$ cat config.mk
export PLATFORM = sky130hd
export DESIGN_NAME = ma_channel_scheduler
export DESIGN_NICKNAME = d
export VERILOG_FILES = /design/src/rtl/ma_sched_pkg.sv /design/src/rtl/ma_channel_scheduler_arb.sv /design/src/rtl/ma_channel_scheduler.sv
export SDC_FILE = /design/constraint.sdc
export NUM_CORES = 1
export LEC_CHECK = 0
export CAP_MARGIN = 20
export CORE_ASPECT_RATIO = 0.5
export CORE_MARGIN = 5
export CORE_UTILIZATION = 35
export CTS_CLUSTER_SIZE = 40
export DETAILED_ROUTE_END_ITERATION = 6
export PLACE_DENSITY = 0.56
export SKIP_LAST_GASP = 1
export SLEW_MARGIN = 20
export SYNTH_ARGS = -nofsm -noshare
export SYNTH_HDL_FRONTEND = slang
export SYNTH_SLANG_ARGS = --single-unit
$ cat constraint.sdc
create_clock -name CLK -period 11.05 [get_ports CLK]
set_clock_uncertainty 0.05 [all_clocks]
set_input_delay 2.21 -clock CLK [delete_from_list [all_inputs] [get_ports CLK]]
set_output_delay 2.21 -clock CLK [all_outputs]
set_load 0.01 [all_outputs]
$ cat src/rtl/ma_sched_pkg.sv
// ============================================================================
// Module   : ma_sched_pkg
// Purpose  : Shared widths, types and the averaging helper for the
//            ma_channel_scheduler slice.
// Revision : 1.0 - initial release
// ============================================================================
`default_nettype none

package ma_sched_pkg;

   localparam int N      = 4;
   localparam int L      = 4;
   localparam int WLI    = 2;
   localparam int WLF    = 10;
   localparam int WOI    = 2;
   localparam int WOF    = 30;

   localparam int IN_W   = WLI + WLF;
   localparam int LOG2L  = $clog2(L);
   localparam int SUM_W  = IN_W + LOG2L;
   localparam int OUT_W  = WOI + WOF;
   localparam int CH_W   = $clog2(N);
   localparam int FILL_W = LOG2L + 1;

   typedef logic signed [IN_W-1:0]  sample_t;
   typedef logic signed [SUM_W-1:0] sum_t;
   typedef logic signed [OUT_W-1:0] out_t;
   typedef logic [CH_W-1:0]         chan_t;
   typedef logic [FILL_W-1:0]       fill_t;

   // Divide by L rounding toward zero: negative sums are biased by L-1
   // before the arithmetic shift so the shift does not round toward -inf.
   function automatic out_t avg_trunc(input sum_t s);
      sum_t biased;
      biased = s[SUM_W-1] ? s + sum_t'(L-1) : s;
      return out_t'(biased >>> LOG2L);
   endfunction

endpackage

`default_nettype wire

$ cat src/rtl/ma_channel_scheduler_arb.sv
// ============================================================================
// Module   : rr_arbiter
// Purpose  : N-way round-robin arbiter with a registered priority pointer.
// Revision : 1.0 - initial release
// ============================================================================
`default_nettype none

module rr_arbiter
   import ma_sched_pkg::*;
(
   input  logic          CLK,
   input  logic          RST,
   input  logic [N-1:0]  req,
   input  logic          enable,
   input  logic          advance,
   output logic [N-1:0]  grant
);

   chan_t r_ptr;
   chan_t w_idx;
   logic  w_found;

   // Search starts at the pointer; N is a power of two so chan_t wraps.
   always_comb begin
      w_idx   = r_ptr;
      w_found = 1'b0;
      grant   = '0;
      for (int i = 0; i < N; i++) begin
         if (!w_found && req[r_ptr + chan_t'(i)]) begin
            w_found = 1'b1;
            w_idx   = r_ptr + chan_t'(i);
         end
      end
      if (enable && w_found)
         grant[w_idx] = 1'b1;
   end

   always_ff @(posedge CLK or posedge RST) begin
      if (RST)
         r_ptr <= '0;
      else if (advance)
         r_ptr <= w_idx + chan_t'(1);
   end

endmodule

`default_nettype wire

$ cat src/rtl/ma_channel_scheduler.sv
// ============================================================================
// Module   : ma_channel_scheduler
// Purpose  : One moving-average engine time-shared by N channels through a
//            round-robin arbiter. Optional macro MA_WARMUP_MASK_EN suppresses
//            results until a channel's window is full.
// Revision : 1.0 - initial release
// ============================================================================
`default_nettype none

module ma_channel_scheduler
   import ma_sched_pkg::*;
(
   input  logic                CLK,
   input  logic                RST,
   input  logic [N-1:0]        in_valid,
   input  logic [N*IN_W-1:0]   in_data,
   output logic [N-1:0]        in_ready,
   input  logic                clr_valid,
   input  logic [CH_W-1:0]     clr_chan,
   output logic                out_valid,
   input  logic                out_ready,
   output logic [CH_W-1:0]     out_chan,
   output logic [OUT_W-1:0]    out_data,
   output logic [N-1:0]        chan_full
);

   sample_t r_win  [N][L];
   sum_t    r_sum  [N];
   fill_t   r_fill [N];

   logic         w_slot_free;
   logic         w_accept;
   logic         w_load;
   logic [N-1:0] w_clr_mask;
   logic [N-1:0] w_req;
   chan_t        w_sel;
   sample_t      w_sample;
   sum_t         w_sum_new;
   fill_t        w_fill_new;

   assign w_slot_free = !out_valid || out_ready;
   assign w_clr_mask  = clr_valid ? (N'(1) << clr_chan) : '0;
   assign w_req       = in_valid & ~w_clr_mask;
   assign w_accept    = |in_ready;

   rr_arbiter u_arb (
      .CLK     (CLK),
      .RST     (RST),
      .req     (w_req),
      .enable  (w_slot_free),
      .advance (w_accept),
      .grant   (in_ready)
   );

   always_comb begin
      w_sel = '0;
      for (int c = 0; c < N; c++)
         if (in_ready[c])
            w_sel = chan_t'(c);
   end

   assign w_sample   = in_data[w_sel*IN_W +: IN_W];
   assign w_sum_new  = r_sum[w_sel] - sum_t'(r_win[w_sel][L-1]) + sum_t'(w_sample);
   assign w_fill_new = (r_fill[w_sel] == fill_t'(L)) ? fill_t'(L) : r_fill[w_sel] + fill_t'(1);

`ifdef MA_WARMUP_MASK_EN
   assign w_load = w_accept && (w_fill_new == fill_t'(L));
`else
   assign w_load = w_accept;
`endif

   // A cleared channel is masked out of arbitration, so clear and accept
   // never target the same channel in one cycle.
   always_ff @(posedge CLK or posedge RST) begin
      if (RST) begin
         for (int c = 0; c < N; c++) begin
            r_sum[c]  <= '0;
            r_fill[c] <= '0;
            for (int k = 0; k < L; k++)
               r_win[c][k] <= '0;
         end
      end else begin
         if (clr_valid) begin
            r_sum[clr_chan]  <= '0;
            r_fill[clr_chan] <= '0;
            for (int k = 0; k < L; k++)
               r_win[clr_chan][k] <= '0;
         end
         if (w_accept) begin
            r_sum[w_sel]    <= w_sum_new;
            r_fill[w_sel]   <= w_fill_new;
            r_win[w_sel][0] <= w_sample;
            for (int k = 1; k < L; k++)
               r_win[w_sel][k] <= r_win[w_sel][k-1];
         end
      end
   end

   always_ff @(posedge CLK or posedge RST) begin
      if (RST) begin
         out_valid <= 1'b0;
         out_chan  <= '0;
         out_data  <= '0;
      end else if (w_load) begin
         out_valid <= 1'b1;
         out_chan  <= w_sel;
         out_data  <= avg_trunc(w_sum_new);
      end else if (out_ready) begin
         out_valid <= 1'b0;
      end
   end

   for (genvar c = 0; c < N; c++) begin : g_full
      assign chan_full[c] = (r_fill[c] == fill_t'(L));
   end

endmodule

`default_nettype wire

==> results of run 1 <==
tightest hold or removal path: cells and delay by family (launching register included):
family	cells	cell delay (ps)
flops	1	340
simple gates	2	100
per-stage QoR:
step           cells  area (um2)  hold slack [ps]  util (%)
2_1_floorplan   1356       13270            395.8         -
6_report        1900       15480            427.5     41.37
5_1_grt         1900       15480            454.7     41.37
3_5_place_dp    1855       14640            416.4     39.13
4_1_cts         1900       15450            432.1     41.30
3_3_place_gp    1855       14640            412.2     39.13
layer usage:
layer / routed length (um) / part of all wire (%)
met3: 3458 / 8.4
met1: 18410 / 44
met5: 0 / 0
met2: 18570 / 45
met4: 956 / 2.3
synthesized netlist by cell type (5+ instances only):
master                     instances  area [um2]
sky130_fd_sc_hd__buf_2             6       30.03
sky130_fd_sc_hd__xnor2_1           7       61.31
sky130_fd_sc_hd__a22o_1           78       683.2
sky130_fd_sc_hd__nand3_1         130       650.6
sky130_fd_sc_hd__nor2_1           52       195.2
sky130_fd_sc_hd__buf_4            20       150.1
sky130_fd_sc_hd__a21oi_1          60       300.3
sky130_fd_sc_hd__nand2b_1          9       56.30
sky130_fd_sc_hd__a31o_2           33       289.0
sky130_fd_sc_hd__a31oi_1          16       100.1
sky130_fd_sc_hd__and2_1            6       37.54
sky130_fd_sc_hd__dfrtp_1         277        6932
sky130_fd_sc_hd__nand2_1         198       743.2
sky130_fd_sc_hd__nor2b_1           7       43.79
sky130_fd_sc_hd__fa_1             13       260.3
sky130_fd_sc_hd__o221ai_1          5       43.79
sky130_fd_sc_hd__inv_1            38       142.6
sky130_fd_sc_hd__buf_1            23       86.33
sky130_fd_sc_hd__nand3b_1          5       37.54
sky130_fd_sc_hd__clkbuf_1         79       296.5
sky130_fd_sc_hd__ha_1             21       262.8
sky130_fd_sc_hd__o21ai_0         126       630.6
sky130_fd_sc_hd__nor3b_1           5       37.54
sky130_fd_sc_hd__a221oi_1          8       70.07
sky130_fd_sc_hd__o22ai_1          24       150.1
sky130_fd_sc_hd__xor2_1            7       61.31
sky130_fd_sc_hd__a222oi_1         38       380.4
logic make-up after synthesis:
logic type | Yosys count
AOI/OAI and AO/OA | 429
buffers and inverters | 166
muxes | 3
DFF | 277
and+or+nand+nor | 433
xor gates and xnor gates | 14
adders and majority gates | 34
registers in the layout, indices dropped and copies added (netlist names):
name / count
out_chan: 2
out_valid: 1
r_win: 192
u_arb.r_ptr: 2
out_data: 12
r_sum: 56
r_fill: 12
final cells by class:
type	count	area, um2
tap	494	618.1
inverter	38	150.1
fill	3620	21930
multi-input combinational	913	5715
timing repair buffer	133	1249
clock inverter	11	90.09
clock buffer	34	721.9
sequential	277	6932
worst max path at each step:
stage | startpoint | endpoint | slack (ps) | cells past startpoint
3_5_place_dp | clr_chan[0] | out_data[10] | 1140 | 24
2_1_floorplan | RST | out_chan[0] | 1150 | 1
6_report | clr_chan[0] | out_data[10] | 1660 | 24
3_3_place_gp | clr_chan[0] | out_data[10] | 1360 | 24
4_1_cts | clr_chan[0] | out_data[10] | 1690 | 24
5_1_grt | clr_chan[0] | out_data[10] | 1200 | 24
==> reports/results.ini, run 1 <==
[min_path]
whs_path_depth = 2
min-delay-start = r_win[79]
min_path_type = flip-flop to flip-flop
min_delay_worst_endpoint = r_win[79]

[setup_path]
cp_top_family = simple AND/OR/NAND/NOR gates
cpPeakStageDelay_ps = 750
timing.critical_path.fanout_max = 20
cp.required_ps = 11470
worst_setup_path_start_kind = input port
critical_path_arrival_ps = 9810
cp_num_buf_inv = 3
crit_type = input port to flip-flop
cell_with_the_largest_stage_delay_on_the_worst_path = sky130_fd_sc_hd__a211oi_4
regToRegEndpoint = out_data[10]
rr_worst_depth = 22
critPathMostFrequentCell = sky130_fd_sc_hd__a31oi_1
cp_cell_sequence = clkdlybuf4s50_1, or2_2, nand2_1, a31oi_1, o21ai_0, o21ai_0, a21oi_1, ha_1, nor3_1, a211oi_4, buf_4, o22ai_1, a31oi_1, fa_1, inv_1, ha_1, a21oi_1, o221ai_2, xnor2_1, or4b_4, nor4_4, or4b_1, nand3b_1, a31oi_1
setup.worst_path.end_class = flip-flop
r2r_setup_slack_ps = 4090
reg2reg_launch_point = u_arb.r_ptr[1]

[layout]
drive_gt1_share_pct = 9.317
mostFrequentLayoutCell = sky130_fd_sc_hd__dfrtp_1
synthToLayoutAreaGrowth_pct = 16.64
post_layout_net_count = 1482
mostFrequentLayoutCells = 277 x sky130_fd_sc_hd__dfrtp_1, 197 x sky130_fd_sc_hd__nand2_1, 129 x sky130_fd_sc_hd__nand3_1, 125 x sky130_fd_sc_hd__o21ai_0, 100 x sky130_fd_sc_hd__clkdlybuf4s50_1
n_antenna_cell = 0

[floorplan]
io_pins = 101
start_util_pct = 35.46
die_w_um = 285.3
die-area_um2 = 42140
rows = 50
area_of_the_placeable_core_um2 = 37410
die_h_um = 147.7

[synthesis]
synth_enable_flop_cells = 0
synthesis.yosys.warnings = 0
compound_cell_area_share_of_the_yosys_netlist_pct = 22.53
sequential_share_of_the_synthesized_area_pct = 52.24
syn_area_per_cell_um2 = 9.784
netlist_instances = 1356
portion_of_netlist_area_occupied_by_mux_cells_pct = 0.2358
yosys.area_share.adder_pct = 3.942
yosys.area_share.simple_pct = 14.81
synth_xor_area_share_pct = 0.9242
postSynth.topFlopCell = sky130_fd_sc_hd__dfrtp_1
mappedNetlistArea_um2 = 13270
netlist-cell-type-count = 61
net_count_of_the_mapped_netlist = 1448
synth_top_family_by_area = compound AO/OA/AOI/OAI gates
async_reset_ff_share_pct = 100.0
yosys_register_bits = 277

[cts]
number_of_clock_sinks_seen_by_cts = 277
ctsLongestPathBuffers = 3
post-cts-setup-buffers = 0
insertion_delay_ps = 550
cts-root-buf = sky130_fd_sc_hd__clkbuf_16
cts_htree_levels = 1
cts_tree = yes
cts_hold_repair.buffers = 0
cts_buffers = 27
post_cts_resized = 0
clkTransAtPathRegs_ps = 70

[global_route]
gr-usage-met1_pct = 27.32
grt_antenna_before_repair = 0
maximum_number_of_pins_on_one_net_before_global_route_repair = 138
grt_overflow = 0
grt_pass1_vias = 10904
grtUsageMet2_pct = 30.08
wire_length_of_the_first_global_routing_pass_um = 65150
grtUsageTotal_pct = 19.25
grt.busiest_layer = met2
globalRouteMet3Util_pct = 4.160

[sta]
max_slew.worst_pin.slew_ps = 1008
finalSetupViolCount = 0
clock.fmax_ghz = 0.1065
final_hold_viol_count = 0
fin_setup_tns_ps = 0
grt_setup_unrepaired = no
max_slew_violation_count = 0
final_critical_path_setup_slack_ps = 1658
slew_headroom_pct = 32.10
finalWorstPathRequiredPeriod_ps = 9392
final_min_period_over_clock_period_pct = 84.99

[detailed_routing]
route.final.wire_length_um = 41400
drtPass1Iterations = 7
drt_first_iter_violations = 1166
detail_route.wl_per_cell_um = 21.79
drt_drc_violations_left = 0
num_vias = 11032
vias_per_cell = 5.806
postRouteAntennaNets = 0

[placement]
place.detailed.hpwl_um = 26240
finalWeightedCongestion = 0.8581
port_buffers = 100
detailedPlace.worstSlack_ps = 1143

[run_status]
status = finished clean

[run]
cap_viol_max_count = 0

Power of run 1 is not shown: default switching activity piles up to over one toggle a cycle in this logic, so the estimate is an artifact.
==> inputs of run 2 (changes only) <==
- clock period: 11.05 -> 9.15 ns (I/O delays scaled with it)
==> run 2 against run 1 <==
Effect of this change: the flow now finishes with violations (design-rule violations); die area stayed put; worst setup slack got worse by 940 ps; first-iteration DRC count up 18%; count of clock-buffer cells in the layout rose by 6; sequential share of layout area shrank 0.92 points.
==> reports/results.ini, run 2 (synthesis results as in run 1) <==
[sta]
final_min_period_over_clock_period_pct = 92.20
finalWorstPathRequiredPeriod_ps = 8436
grt_setup_unrepaired = no
fin_setup_tns_ps = 0
finalSetupViolCount = 0
max_slew_violation_count = 0
final_hold_viol_count = 0
clock.fmax_ghz = 0.1185
slew_headroom_pct = 24.96
max_slew.worst_pin.slew_ps = 1114
hold-worst-slack_ps = 426.7

[setup_path]
critical_path.startpoint = clr_valid
cp.required_ps = 9580
critPathMostFrequentCell = sky130_fd_sc_hd__a21oi_1
critical_path_arrival_ps = 8870
worst_setup_path_start_kind = input port
crit_type = input port to flip-flop
timing.critical_path.fanout_max = 9
reg2reg_launch_point = u_arb.r_ptr[1]
setup.worst_path.end_class = flip-flop
cpPeakStageDelay_ps = 570
cell_with_the_largest_stage_delay_on_the_worst_path = sky130_fd_sc_hd__or4b_4

[floorplan]
io_pins = 101
start_util_pct = 35.46
die_h_um = 147.7
die_w_um = 285.3
rows = 50
die-area_um2 = 42140
area_of_the_placeable_core_um2 = 37410

[detailed_routing]
route.final.wire_length_um = 41940
detail_route.wl_per_cell_um = 21.77
drt_first_iter_violations = 1377
num_vias = 11090
drtPass1Iterations = 7
postRouteAntennaNets = 0
drt_drc_violations_left = 1
vias_per_cell = 5.755

[cts]
post_cts_resized = 0
cts-root-buf = sky130_fd_sc_hd__clkbuf_16
cts_hold_repair.buffers = 0
clkTransAtPathRegs_ps = 60
cts_tree = yes
insertion_delay_ps = 570
cts_htree_levels = 1
number_of_clock_sinks_seen_by_cts = 277
ctsLongestPathBuffers = 3
cts_buffers = 28
post-cts-setup-buffers = 0

[run]
cap_viol_max_count = 0

[global_route]
maximum_number_of_pins_on_one_net_before_global_route_repair = 178
grt_overflow = 0
grt_antenna_before_repair = 0
wire_length_of_the_first_global_routing_pass_um = 66760
grt_pass1_vias = 11332
grtUsageTotal_pct = 19.74

[layout]
largest_register = r_win
fillCellCount = 3589
summed_area_of_non_filler_cells_in_the_final_layout_um2 = 15800
top_regs = r_win x192, r_sum x56
n_antenna_cell = 0
mostFrequentLayoutCells = 277 x sky130_fd_sc_hd__dfrtp_1, 197 x sky130_fd_sc_hd__nand2_1, 129 x sky130_fd_sc_hd__nand3_1, 124 x sky130_fd_sc_hd__o21ai_0, 100 x sky130_fd_sc_hd__clkdlybuf4s50_1
synthToLayoutAreaGrowth_pct = 19.08
layoutNonFillerInstCount = 1927
drive_gt1_share_pct = 10.89
mostFrequentLayoutCell = sky130_fd_sc_hd__dfrtp_1
largest_reg_flops = 192
post_layout_net_count = 1503

[placement]
place.detailed.hpwl_um = 26500
dpl-instance-area_um2 = 14790
finalWeightedCongestion = 0.8223
numPlacedInstances = 1875
port_buffers = 100

[run_status]
failed_checks = design-rule violations
status = complete, but fails checks

[min_path]
min-delay-start = out_chan[0]
min_path_type = flip-flop to flip-flop

run 2: cell types whose count changed in the layout (fill, tap and decap cells not counted), sizes merged:
cell	delta
clkbuf	+6
bufinv	+2
clkinv	+2
inv	-3
buf	+20
run 2: final timing paths:
path | endpoint | cells past startpoint | slack (ps)
max | out_data[10] | 27 | 710
min | out_chan[0] | 2 | 430
max reg2reg | out_data[10] | 24 | 2650
min reg2reg | out_chan[0] | 2 | 430
max in group asynchronous | r_sum[38] | 3 | 5880
min in group asynchronous | r_win[83] | 2 | 1730
run 2: final cells by class:
type	instances	area (um2)	share of cell area, %
tap	494	618.1	3.912
timing repair buffer	153	1415	8.957
clock buffer	40	835.8	5.290
sequential	277	6932	43.87
clock inverter	12	167.7	1.061
inverter	38	146.4	0.9266
multi-input combinational	913	5684	35.98
run 2: worst max-delay path, delay by kind of cell:
kind            cells  cell delay (ps)
compound gates      9             2130
xor+xnor            1              140
fa+ha+maj           3             1110
buf+inv             5             1160
simple gates        9             2490
run 2: routing by layer:
metal  wire length (um)  share of wire (%)  track usage (%)
met2              18740                 45            31.25
met1              18480                 44            27.85
met5                  0                  0                0
met3               3597                8.6            4.052
met4               1128                2.7            5.253
run 2: metrics by stage:
step	util [%]	setup slack [ps]
floorplan	-	1497
global placement	39.54	427.9
detailed placement	39.54	229.5
CTS	42.22	789.3
global route	42.23	176.3
finish	42.23	713.6
Power of run 2 is left out for the same reason.
==> inputs of run 3 (changes only) <==
- CORE_UTILIZATION: 35 -> 40
- PLACE_DENSITY: 0.56 -> 0.62
==> run 3 against run 2 <==
Effect of this change: the flow still finishes with violations (design-rule violations); non-clock buffer count grew 3; count of clock-buffer cells in the layout is the same; hold slack gained 2.7 ps; largest cell class unchanged; highest routed layer unchanged.
==> reports/results.ini, run 3 (synthesis results as in run 1) <==
[setup_path]
cp.required_ps = 9580
critical_path_arrival_ps = 8610
setup.worst_path.end_class = flip-flop
rr_worst_depth = 24
crit_type = input port to flip-flop
worst_setup_path_start_kind = input port
timing.critical_path.fanout_max = 11

[cts]
post_cts_resized = 0
cts_tree = yes
insertion_delay_ps = 560
post-cts-setup-buffers = 0
cts_hold_repair.buffers = 0
cts_buffers = 27
cts_htree_levels = 1
cts-root-buf = sky130_fd_sc_hd__clkbuf_16
clkTransAtPathRegs_ps = 70
ctsLongestPathBuffers = 3
number_of_clock_sinks_seen_by_cts = 277

[floorplan]
area_of_the_placeable_core_um2 = 32870
start_util_pct = 40.36
rows = 47
die_w_um = 267.6
die_h_um = 138.8
io_pins = 101
die-area_um2 = 37130

[layout]
synthToLayoutAreaGrowth_pct = 17.91
mostFrequentLayoutCell = sky130_fd_sc_hd__dfrtp_1
summed_area_of_non_filler_cells_in_the_final_layout_um2 = 15640
largest_reg_flops = 192
drive_gt1_share_pct = 10.54
n_antenna_cell = 0
top_regs = r_win x192, r_sum x56
mostFrequentLayoutCells = 277 x sky130_fd_sc_hd__dfrtp_1, 197 x sky130_fd_sc_hd__nand2_1, 129 x sky130_fd_sc_hd__nand3_1, 124 x sky130_fd_sc_hd__o21ai_0, 100 x sky130_fd_sc_hd__clkdlybuf4s50_1
post_layout_net_count = 1505
largest_register = r_win
finalCoreUtilization_pct = 47.59

[global_route]
grt_pass1_vias = 10944
wire_length_of_the_first_global_routing_pass_um = 64480
grtUsageTotal_pct = 21.50
grt_overflow = 0
maximum_number_of_pins_on_one_net_before_global_route_repair = 105
grt_antenna_before_repair = 0

[min_path]
whs_path_depth = 2
min_path_type = flip-flop to flip-flop

[placement]
port_buffers = 100
place.detailed.hpwl_um = 26130
dpl-instance-area_um2 = 14740
finalWeightedCongestion = 0.8952

[sta]
final_hold_viol_count = 0
grt_setup_unrepaired = no
max_slew.worst_pin.slew_ps = 957.3
finalWorstPathRequiredPeriod_ps = 8182
finalSetupViolCount = 0
slew_headroom_pct = 35.50
final_min_period_over_clock_period_pct = 89.42
fin_setup_tns_ps = 0
clock.fmax_ghz = 0.1222
hold-worst-slack_ps = 429.4
max_slew_violation_count = 0

[detailed_routing]
num_vias = 11276
postRouteAntennaNets = 0
drtPass1Iterations = 7
vias_per_cell = 6.020
route.final.wire_length_um = 41020
drt_drc_violations_left = 4
drt_first_iter_violations = 1336
detail_route.wl_per_cell_um = 21.90

[run_status]
failed_checks = design-rule violations
status = complete, but fails checks

[run]
cap_viol_max_count = 0

-- run 3: worst paths after layout --
kind                                 from      endpoint  slack [ps]
setup / recovery              clr_chan[0]  out_data[10]         970
hold / removal                 r_win[101]    r_win[101]         430
setup reg to reg           u_arb.r_ptr[1]  out_data[10]        2770
hold reg to reg                r_win[101]    r_win[101]         430
max in group asynchronous             RST   out_chan[0]        5530
min in group asynchronous             RST     r_win[95]        1550
-- run 3: stage by stage --
| stage | instances | worst slack (ps) |
|---|---|---|
| 3_5_place_dp | 1824 | 463.0 |
| 5_1_grt | 1873 | 505.0 |
| 3_3_place_gp | 1824 | 643.1 |
| 2_1_floorplan | 1356 | 1497 |
| 6_report | 1873 | 967.7 |
| 4_1_cts | 1872 | 1011 |
-- run 3: layout make-up --
cell class	instances	area [um2]
Multi-Input combinational cell	913	5684
Clock buffer	40	784.5
Fill cell	3019	17230
Timing Repair Buffer	156	1458
Sequential cell	277	6932
Inverter	38	146.4
Clock inverter	8	87.58
Tap cell	441	551.8
-- run 3: metal layers --
metal  vias up  global-route usage, %  share of wire, %
li1       5011                      -                 -
met1      5684                  31.22                44
met2       520                  33.12                45
met3        61                  5.017               8.8
met4         0                  4.795               2.2
met5         -                      0                 0
-- run 3: critical path, cell delays in order --
cell                              delay (ps)
sky130_fd_sc_hd__clkdlybuf4s50_1         570
sky130_fd_sc_hd__or2_2                   390
sky130_fd_sc_hd__nand2_1                  90
sky130_fd_sc_hd__a31oi_1                  40
sky130_fd_sc_hd__o21ai_0                 150
sky130_fd_sc_hd__o21ai_0                 100
sky130_fd_sc_hd__a21oi_1                 270
sky130_fd_sc_hd__inv_1                   120
sky130_fd_sc_hd__ha_1                    310
sky130_fd_sc_hd__nor3_1                  390
sky130_fd_sc_hd__a211oi_4                100
sky130_fd_sc_hd__buf_4                   200
sky130_fd_sc_hd__o22ai_1                 140
sky130_fd_sc_hd__nor2_1                   60
sky130_fd_sc_hd__o21ai_0                 230
sky130_fd_sc_hd__fa_1                    570
sky130_fd_sc_hd__fa_1                    450
sky130_fd_sc_hd__nand2b_1                190
sky130_fd_sc_hd__a211oi_1                530
sky130_fd_sc_hd__o221ai_1                250
sky130_fd_sc_hd__xor2_1                  190
sky130_fd_sc_hd__buf_4                   180
sky130_fd_sc_hd__nor4_4                  360
sky130_fd_sc_hd__or4b_1                  510
sky130_fd_sc_hd__nand3b_1                180
sky130_fd_sc_hd__a31oi_1                 200
Power of run 3 is left out for the same reason.
